`src/rtl/io_access_ctrl_pkg.sv`:
```
// rtl/io_access_ctrl_pkg.sv - shared types, register map and RMW helper for io_access_ctrl
package io_access_ctrl_pkg;

   // I/O instruction codes; 6 and 7 are unassigned and rejected
   typedef enum logic [2:0] {
      OP_IN   = 3'd0,
      OP_OUT  = 3'd1,
      OP_SBI  = 3'd2,
      OP_CBI  = 3'd3,
      OP_SBIS = 3'd4,
      OP_SBIC = 3'd5
   } io_op_t;

   typedef enum logic [1:0] {
      ST_IDLE  = 2'd0,
      ST_READ  = 2'd1,
      ST_WRITE = 2'd2,
      ST_DONE  = 2'd3
   } io_access_state_t;

   // I/O register map
   localparam logic [7:0] ADDR_DDRB  = 8'h00;
   localparam logic [7:0] ADDR_PORTB = 8'h01;
   localparam logic [7:0] ADDR_PINB  = 8'h02;
   localparam logic [7:0] ADDR_DDRC  = 8'h03;
   localparam logic [7:0] ADDR_PORTC = 8'h04;
   localparam logic [7:0] ADDR_PINC  = 8'h05;
   localparam logic [7:0] ADDR_DDRD  = 8'h06;
   localparam logic [7:0] ADDR_PORTD = 8'h07;
   localparam logic [7:0] ADDR_PIND  = 8'h08;

   // Set or clear one bit of a read value for the write-back half of SBI/CBI
   function automatic logic [7:0] rmw_bit(input logic [7:0] data,
                                          input logic [2:0] idx,
                                          input logic       set);
      logic [7:0] mask;
      mask = 8'd1 << idx;
      return set ? (data | mask) : (data & ~mask);
   endfunction

endpackage

```
`src/rtl/io_access_ctrl.sv`:
```
// rtl/io_access_ctrl.sv - I/O bus initiator FSM for IN/OUT/SBI/CBI; IO_BIT_TEST_EN adds SBIS/SBIC
module io_access_ctrl
   import io_access_ctrl_pkg::*;
#(
   parameter logic [7:0] IO_ADDR_MAX = 8'h08
) (
   input  logic       clock,
   input  logic       reset_s2_n,
   input  logic       req,
   input  logic [2:0] op,
   input  logic [7:0] io_address,
   input  logic [2:0] bit_index,
   input  logic [7:0] wr_data,
   output logic       busy,
   output logic       ack,
   output logic [7:0] rd_data,
   output logic       error,
   output logic       skip,
   output logic [7:0] bus_address,
   output logic [7:0] bus_write_data,
   output logic       bus_write_enable,
   input  logic [7:0] bus_read_data
);

   io_access_state_t state;
   io_op_t           op_q;
   logic [7:0]       addr_q;
   logic [2:0]       bit_q;
   io_op_t           op_in;

   assign op_in = io_op_t'(op);

   function automatic logic op_legal(input io_op_t o);
`ifdef IO_BIT_TEST_EN
      return (o == OP_IN) || (o == OP_OUT) || (o == OP_SBI) || (o == OP_CBI) ||
             (o == OP_SBIS) || (o == OP_SBIC);
`else
      return (o == OP_IN) || (o == OP_OUT) || (o == OP_SBI) || (o == OP_CBI);
`endif
   endfunction

   // Bus strobes decode straight from the state register so an async reset drops them at once
   assign busy             = (state != ST_IDLE);
   assign ack              = (state == ST_DONE);
   assign bus_write_enable = (state == ST_WRITE);
   assign bus_address      = ((state == ST_READ) || (state == ST_WRITE)) ? addr_q : 8'h00;

   // Transaction sequencer: accept, read, optional write-back, single-cycle completion
   always_ff @(posedge clock or negedge reset_s2_n) begin
      if (!reset_s2_n) begin
         state          <= ST_IDLE;
         op_q           <= OP_IN;
         addr_q         <= 8'h00;
         bit_q          <= 3'd0;
         rd_data        <= 8'h00;
         bus_write_data <= 8'h00;
         error          <= 1'b0;
         skip           <= 1'b0;
      end else begin
         case (state)
            ST_IDLE: begin
               error <= 1'b0;
               skip  <= 1'b0;
               if (req) begin
                  op_q   <= op_in;
                  addr_q <= io_address;
                  bit_q  <= bit_index;
                  if (!op_legal(op_in) || (io_address > IO_ADDR_MAX)) begin
                     error   <= 1'b1;
                     rd_data <= 8'h00;
                     state   <= ST_DONE;
                  end else if (op_in == OP_OUT) begin
                     bus_write_data <= wr_data;
                     state          <= ST_WRITE;
                  end else begin
                     state <= ST_READ;
                  end
               end
            end
            ST_READ: begin
               case (op_q)
                  OP_SBI: begin
                     bus_write_data <= rmw_bit(bus_read_data, bit_q, 1'b1);
                     state          <= ST_WRITE;
                  end
                  OP_CBI: begin
                     bus_write_data <= rmw_bit(bus_read_data, bit_q, 1'b0);
                     state          <= ST_WRITE;
                  end
`ifdef IO_BIT_TEST_EN
                  OP_SBIS: begin
                     skip  <= bus_read_data[bit_q];
                     state <= ST_DONE;
                  end
                  OP_SBIC: begin
                     skip  <= ~bus_read_data[bit_q];
                     state <= ST_DONE;
                  end
`endif
                  default: begin
                     rd_data <= bus_read_data;
                     state   <= ST_DONE;
                  end
               endcase
            end
            ST_WRITE: begin
               state <= ST_DONE;
            end
            ST_DONE: begin
               error <= 1'b0;
               skip  <= 1'b0;
               state <= ST_IDLE;
            end
            default: begin
               state <= ST_IDLE;
            end
         endcase
      end
   end

endmodule

```
`config.mk`:
```
export PLATFORM = sky130hd
export DESIGN_NAME = io_access_ctrl
export DESIGN_NICKNAME = d
export VERILOG_FILES = /design/src/rtl/io_access_ctrl_pkg.sv /design/src/rtl/io_access_ctrl.sv
export SDC_FILE = /design/constraint.sdc
export NUM_CORES = 1
export LEC_CHECK = 0
export CORE_UTILIZATION = 40
export DETAILED_ROUTE_END_ITERATION = 16
export PLACE_DENSITY_LB_ADDON = 0.08
export SLEW_MARGIN = 40
export SYNTH_ARGS = -nofsm -noshare
export SYNTH_HDL_FRONTEND = slang
export SYNTH_SLANG_ARGS = --single-unit
```
`constraint.sdc`:
```
create_clock -name clock -period 1.94 [get_ports clock]
set_input_delay 0.485 -clock clock [delete_from_list [all_inputs] [get_ports clock]]
set_output_delay 0.485 -clock clock [all_outputs]
set_load 0.01 [all_outputs]
```
# After elaboration in Yosys (flattened, before gate mapping)
# Index checks and enable logic that the tools add are counted.
[totals]
ff_bits = 33
input_bits = 33
word_cells = 59
[op_classes]
order_cmp = 1
eq_ne = 14
shift = 1
mux = 18
bitwise_logic = 3
reduce_logical = 15
[op_table]
columns = ["cell", "count"]
rows = [
  ["2-to-1 mux 8 bit", 7],
  ["case mux 8 bit (2 select lines)", 3],
  ["equality test 3 x 2 -> 1 bit, second input constant", 4],
  ["inequality test 2 bit, second input constant", 5],
  ["AND 8 bit", 1],
  ["> comparator 8 x 4 -> 1 bit, second input constant", 1],
  ["NOT 8 bit", 1],
  ["bitwise OR 8 bit", 1],
  ["case mux 2 bit (4 select lines)", 1],
  ["left shift 1 x 3 -> 8 bit, first input constant", 1],
  ["2-to-1 mux 2 bit", 3],
  ["nonzero test 2 bit", 3],
  ["logical OR 1 bit", 5],
  ["AND reduction 5 bit", 1],
  ["equality test 2 bit, second input constant", 2],
  ["AND reduction 4 bit", 1],
  ["equality test 3 x 1 -> 1 bit, second input constant", 1],
  ["logical NOT 3 bit", 1],
  ["2-to-1 mux 1 bit", 3],
  ["inequality test 3 x 1 -> 1 bit, second input constant", 1],
  ["equality test 2 x 1 -> 1 bit, second input constant", 1],
  ["logical NOT 2 bit", 1],
  ["case mux 1 bit (2 select lines)", 1],
  ["AND reduction 2 bit", 1],
  ["other kinds (2)", 2],
]

# Depth between registers and ports, before layout
[logic_depth]
word_depth = 9
mapped_depth = 8
ltp_nobuf = 6

# Least setup slack after synthesis
# OpenSTA, ideal clock, no wires.
[synth_path]
path_kind = "input port to flip-flop"
from = "in op[1]"
to = "reg bus_write_data[0]"
setup_time_ps = 125
t_arrival_ps = 1705
t_required_ps = 1815
path_slack_ps = 110
cell_stages = 4
path_buffers = 0
path_cell_list = "or4b_4 -> o31ai_4 -> nand2_1 -> mux2_4"
[synth_between]
elab_chain_len = 8
word_cells_on_any_way = 12
classes_between = "eq/ne: 5; reduce/logical: 7"
[synth_lines]
columns = ["element", "line", "text"]
rows = [
  ["from (decl)", "io_access_ctrl.sv:10", "input logic [2:0] op,"],
  ["equality test 3 x 1 -> 1 bit or logical NOT 3 bit (tied branches)", "io_access_ctrl.sv:38, io_access_ctrl.sv:72", ""],
  ["logical OR 1 bit (3 in a row)", "io_access_ctrl.sv:38", "return (o == OP_IN) || (o == OP_OUT) || (o == OP_SBI) || (o == OP_CBI);"],
  ["logical NOT 1 bit", "io_access_ctrl.sv:68", "if (!op_legal(op_in) || (io_address > IO_ADDR_MAX)) begin"],
  ["logical OR 1 bit", "io_access_ctrl.sv:68", ""],
  ["inequality test 2 bit (no line)", "-", ""],
  ["AND reduction 5 bit (no line) *", "-", ""],
  ["to (signal assigned)", "io_access_ctrl.sv:73", "bus_write_data <= wr_data;"],
  ["to (signal assigned)", "io_access_ctrl.sv:83", "bus_write_data <= rmw_bit(bus_read_data, bit_q, 1'b1);"],
  ["to (signal assigned)", "io_access_ctrl.sv:87", "bus_write_data <= rmw_bit(bus_read_data, bit_q, 1'b0);"],
  ["to (decl)", "io_access_ctrl.sv:20", "output logic [7:0] bus_write_data,"],
]
# Mark *: on every way between the ends. The rest lies on a longest branch, timed or not.
# A chain may end at the register's enable or synchronous reset.

# Final worst setup path
[layout_path]
from = "reg state[0]"
to = "out bus_address[3]"
[layout_between]
elab_chain_len = 3
word_cells_on_any_way = 4
classes_between = "eq/ne: 2; mux: 1; reduce/logical: 1"
[layout_lines]
columns = ["element", "line", "text"]
rows = [
  ["from (decl)", "io_access_ctrl.sv:25", "io_access_state_t state;"],
  ["from (signal assigned)", "io_access_ctrl.sv:51", "state <= ST_IDLE;"],
  ["from (signal assigned)", "io_access_ctrl.sv:71", "state <= ST_DONE;"],
  ["from (signal assigned)", "io_access_ctrl.sv:74", "state <= ST_WRITE;"],
  ["equality test 2 x 1 -> 1 bit or equality test 2 bit (tied branches)", "io_access_ctrl.sv:46", "assign bus_address = ((state == ST_READ) || (state == ST_WRITE)) ? addr_q : 8'h00;"],
  ["logical OR 1 bit *", "io_access_ctrl.sv:46", ""],
  ["2-to-1 mux 8 bit *", "io_access_ctrl.sv:46", ""],
  ["to (decl)", "io_access_ctrl.sv:19", "output logic [7:0] bus_address,"],
]
# Marks and branches as above.

==> results.toml <==
[outcome]
result_of_the_run = "finished, final reports clean"

[logic_synthesis]
synthDistinctLibCells = 34
synth.avg_cell_area_sq_um = 11.9
post_synth_instance_area_sq_um = 1740
mappedNetlistNets = 183
postSynthRegisterBits = 33
netlist_instances = 146
synth.yosys.seq_area_share = 0.475
yosysWarningCount = 0

[global_routing]
number_of_global_route_vias_before_repair = 1479
grt_overflow_total = 0
global_route.usage.total = 0.217
grt_antenna_before_repair = 0
first_pass_grt_wire_length_um = 7120
pin_count_of_the_biggest_net_entering_global_routing = 34

[final_layout]
synthToLayoutAreaGrowth_pct = 51.6
antenna_cells_inserted = 0
final_layout_fill_cell_count = 331
nets = 264
layout-drive-gt1-share = 0.300
utilization = 0.645

[cts]
clock_tree.root_cell = "sky130_fd_sc_hd__clkbuf_8"
hold_buffers = 0
clock_buffer_depth = 2
cts_buffers = 5
cts_max_level = 2
cts_sinks = 33
insertion_delay_ps = 290
clkSlewWorstSetupHoldPaths_ps = 80
tritoncts_clock_tree = "yes"

[timing]
setup_viol_count_final = 0
min_period_ps = 1880
final-max-slew-violation-count = 0
timing_hold_violations_final = 0
worst_clock_skew_ps = 12.7
final.setup.tns_ps = 0
clock.fmax_mhz = 532
min_period_over_period = 0.970
rsz0062_at_grt = "no"

[worst_setup_path]
critPathArrivalTime_ps = 1400
r2r.worst_path.cells = 4
timing.critical_path.fanout_max = 9
critical_path_required_ps = 1450
critPathLaunchType = "flop"
crit_start = "state[0]"
crit_slowest_cell = "sky130_fd_sc_hd__dfrtp_1"
path_class = "reg -> out"
crit_path_end_kind = "primary output"
timing.critical_path.slowest_cell_delay_ps = 380
worst_setup_path_endpoint = "bus_address[3]"
sequence_of_cells_on_the_critical_path = "inv_2 -> ha_4 -> and2_1 -> clkdlybuf4s15_1"
worst_r2r_endpoint = "bus_write_data[0]"
r2r_setup_slack_ps = 200
crit-reg2reg-launch = "bit_q[2]"

[min_path]
hold_path_class = "in -> reg"
whs_path_depth = 2

[die]
die-height_um = 67.9
rows = 23
fp.dieW_um = 67.9
start_util = 0.425
boundaryPins = 62
design.core.area_sq_um = 4090
die-area_sq_um = 4610

[power_and_ir_drop]
power-per-cell-area_nw_per_um2 = 1570
ir_drop_v = 0.000748
p_leak_uw = 0.00119
power.switching_uw = 1520
clock_power_share = 0.128
power.share.switching = 0.368
p_total_uw = 4130
sequentialPowerShare = 0.299
p_int_uw = 2610
combinational_fraction_of_design_power = 0.573

[routing]
routed_via_density = 5.24
remaining_antenna_violation_count = 0
wirelength_um = 4540
first_pass_iters = 4
drc_errors = 0
post_drt_wl_per_cell_um = 16.4
dr_total_vias = 1451
drt_iter0_drcs = 59

[place]
place_hpwl_um = 3380
port-buffer-count = 60
gpl.final_weighted_congestion = 0.779

[run]
timing.max_cap.violations = 0
-- how the worst min path moves through the flow --
stage,startpoint,endpoint,slack (ps)
after floorplan,reset_s2_n,addr_q[0],190
after CTS,error,error,500
after global routing,io_address[2],addr_q[2],480
after detailed placement,error,error,480
after global placement,error,error,470
final,io_address[2],addr_q[2],480
-- layout by cell type (no fill, tap or decap), drive strengths merged --
cell type	n
o31ai	2
clkbuf	13
conb	1
mux2	24
buf	24
mux2i	8
a21o	2
nand3	1
ha	4
nor4	1
nor3	1
nor3b	3
and2	8
dfrtp	33
a31oi	8
a21oi	9
or3	1
a22oi	1
nand2	4
o21ai	2
or4b	1
clkdlybuf4s15	2
nor4b	1
dlymetal6s2s	7
a22o	8
o41ai	1
dlygate4sd2	6
inv	3
o31a	1
nand3b	4
o22ai	1
clkdlybuf4s50	39
nand2b	3
-- area by class of cell --
| class | instances | area (sq um) | area share |
|---|---|---|---|
| multi-input combinational | 100 | 883 | 0.335 |
| sequential | 33 | 826 | 0.313 |
| timing repair buffer | 84 | 766 | 0.291 |
| clock buffer | 7 | 86.3 | 0.0328 |
| tap | 50 | 62.6 | 0.0237 |
| inverter | 3 | 11.3 | 0.00427 |
-- repair_timing --
item,CTS,global route
gates resized for setup,22,24
buffers inserted,1,1
pin swaps,5,4
endpoints found under the setup margin,29,25
gates cloned,0,1
-- per-layer routing --
metal  track usage  wire (um)  vias to the layer above
li1              -          -                      696
met4        0.0833         73                        0
met2         0.347       2240                       48
met5             0          0                        -
met1         0.279       1970                      699
met3        0.0600        259                        8
-- metrics by stage --
| step | cells | area, sq um | worst slack (ps) | hold WS (ps) |
|---|---|---|---|---|
| floorplan | 146 | 1740 | 110 | 189 |
| global placement | 267 | 2500 | -337 | 467 |
| detailed placement | 267 | 2500 | -412 | 481 |
| CTS | 275 | 2620 | 8.64 | 498 |
| global route | 277 | 2640 | 2.47 | 483 |
| finish | 277 | 2640 | 59.0 | 480 |
-- kinds of logic after synthesis --
group / synth area share
flip-flops: 0.475
multiplexers: 0.204
AND/OR/NAND/NOR: 0.104
adder cells (fa/ha/maj): 0.0288
buffers and inverters: 0.0374
AO/OA/AOI/OAI: 0.148
other: 0.00216
-- state kept, by name (all words and copies together) (netlist names) --
name            cells
op_q                3
error               1
bit_q               3
state               2
rd_data             8
bus_write_data      8
addr_q              8
-- worst max-delay path: cells and delay by family (launching register included) --
| kind | cells | cell delay, ps |
|---|---|---|
| simple gates | 1 | 130 |
| fa+ha+maj | 1 | 300 |
| buf+inv | 2 | 290 |
| flops | 1 | 380 |
-- power groups by stage --
stage	clock (uW)	combinational [uW]	sequential (uW)
floorplan	0	1310	1230
global placement	0	2310	1210
detailed placement	0	2400	1230
CTS	538	2360	1230
global route	570	2590	1270
finish	528	2370	1230
-- cell usage after synthesis --
| master | number | area, sq um |
|---|---|---|
| sky130_fd_sc_hd__a22o_1 | 8 | 70.1 |
| sky130_fd_sc_hd__buf_6 | 1 | 11.3 |
| sky130_fd_sc_hd__o31ai_1 | 1 | 7.51 |
| sky130_fd_sc_hd__or3_1 | 1 | 6.26 |
| sky130_fd_sc_hd__ha_1 | 4 | 50.1 |
| sky130_fd_sc_hd__dfrtp_1 | 33 | 826 |
| sky130_fd_sc_hd__mux2_4 | 1 | 15.0 |
| sky130_fd_sc_hd__o21ai_0 | 2 | 10.0 |
| sky130_fd_sc_hd__a22oi_1 | 1 | 7.51 |
| sky130_fd_sc_hd__buf_4 | 2 | 15.0 |
| sky130_fd_sc_hd__inv_1 | 3 | 11.3 |
| sky130_fd_sc_hd__o31ai_4 | 1 | 21.3 |
| sky130_fd_sc_hd__nand2_1 | 4 | 15.0 |
| sky130_fd_sc_hd__nor4b_1 | 1 | 8.76 |
| sky130_fd_sc_hd__and2_1 | 8 | 50.1 |
| sky130_fd_sc_hd__conb_1 | 1 | 3.75 |
| sky130_fd_sc_hd__mux2_2 | 21 | 236 |
| sky130_fd_sc_hd__nor3_1 | 1 | 5.00 |
| sky130_fd_sc_hd__o31a_1 | 1 | 8.76 |
| sky130_fd_sc_hd__mux2i_1 | 8 | 80.1 |
| sky130_fd_sc_hd__nor3b_1 | 3 | 22.5 |
| sky130_fd_sc_hd__or4b_4 | 1 | 13.8 |
| sky130_fd_sc_hd__a21o_1 | 2 | 15.0 |
| sky130_fd_sc_hd__nand3b_1 | 4 | 30.0 |
| sky130_fd_sc_hd__clkbuf_1 | 6 | 22.5 |
| sky130_fd_sc_hd__nor4_1 | 1 | 6.26 |
| sky130_fd_sc_hd__o22ai_1 | 1 | 6.26 |
| sky130_fd_sc_hd__nand3_1 | 1 | 5.00 |
| sky130_fd_sc_hd__a31oi_1 | 8 | 50.1 |
| sky130_fd_sc_hd__o41ai_2 | 1 | 16.3 |
| sky130_fd_sc_hd__nand2b_1 | 3 | 18.8 |
| sky130_fd_sc_hd__buf_2 | 1 | 5.00 |
| sky130_fd_sc_hd__mux2_1 | 2 | 22.5 |
| sky130_fd_sc_hd__a21oi_1 | 9 | 45.0 |
Power figures use the tool's default switching activity.
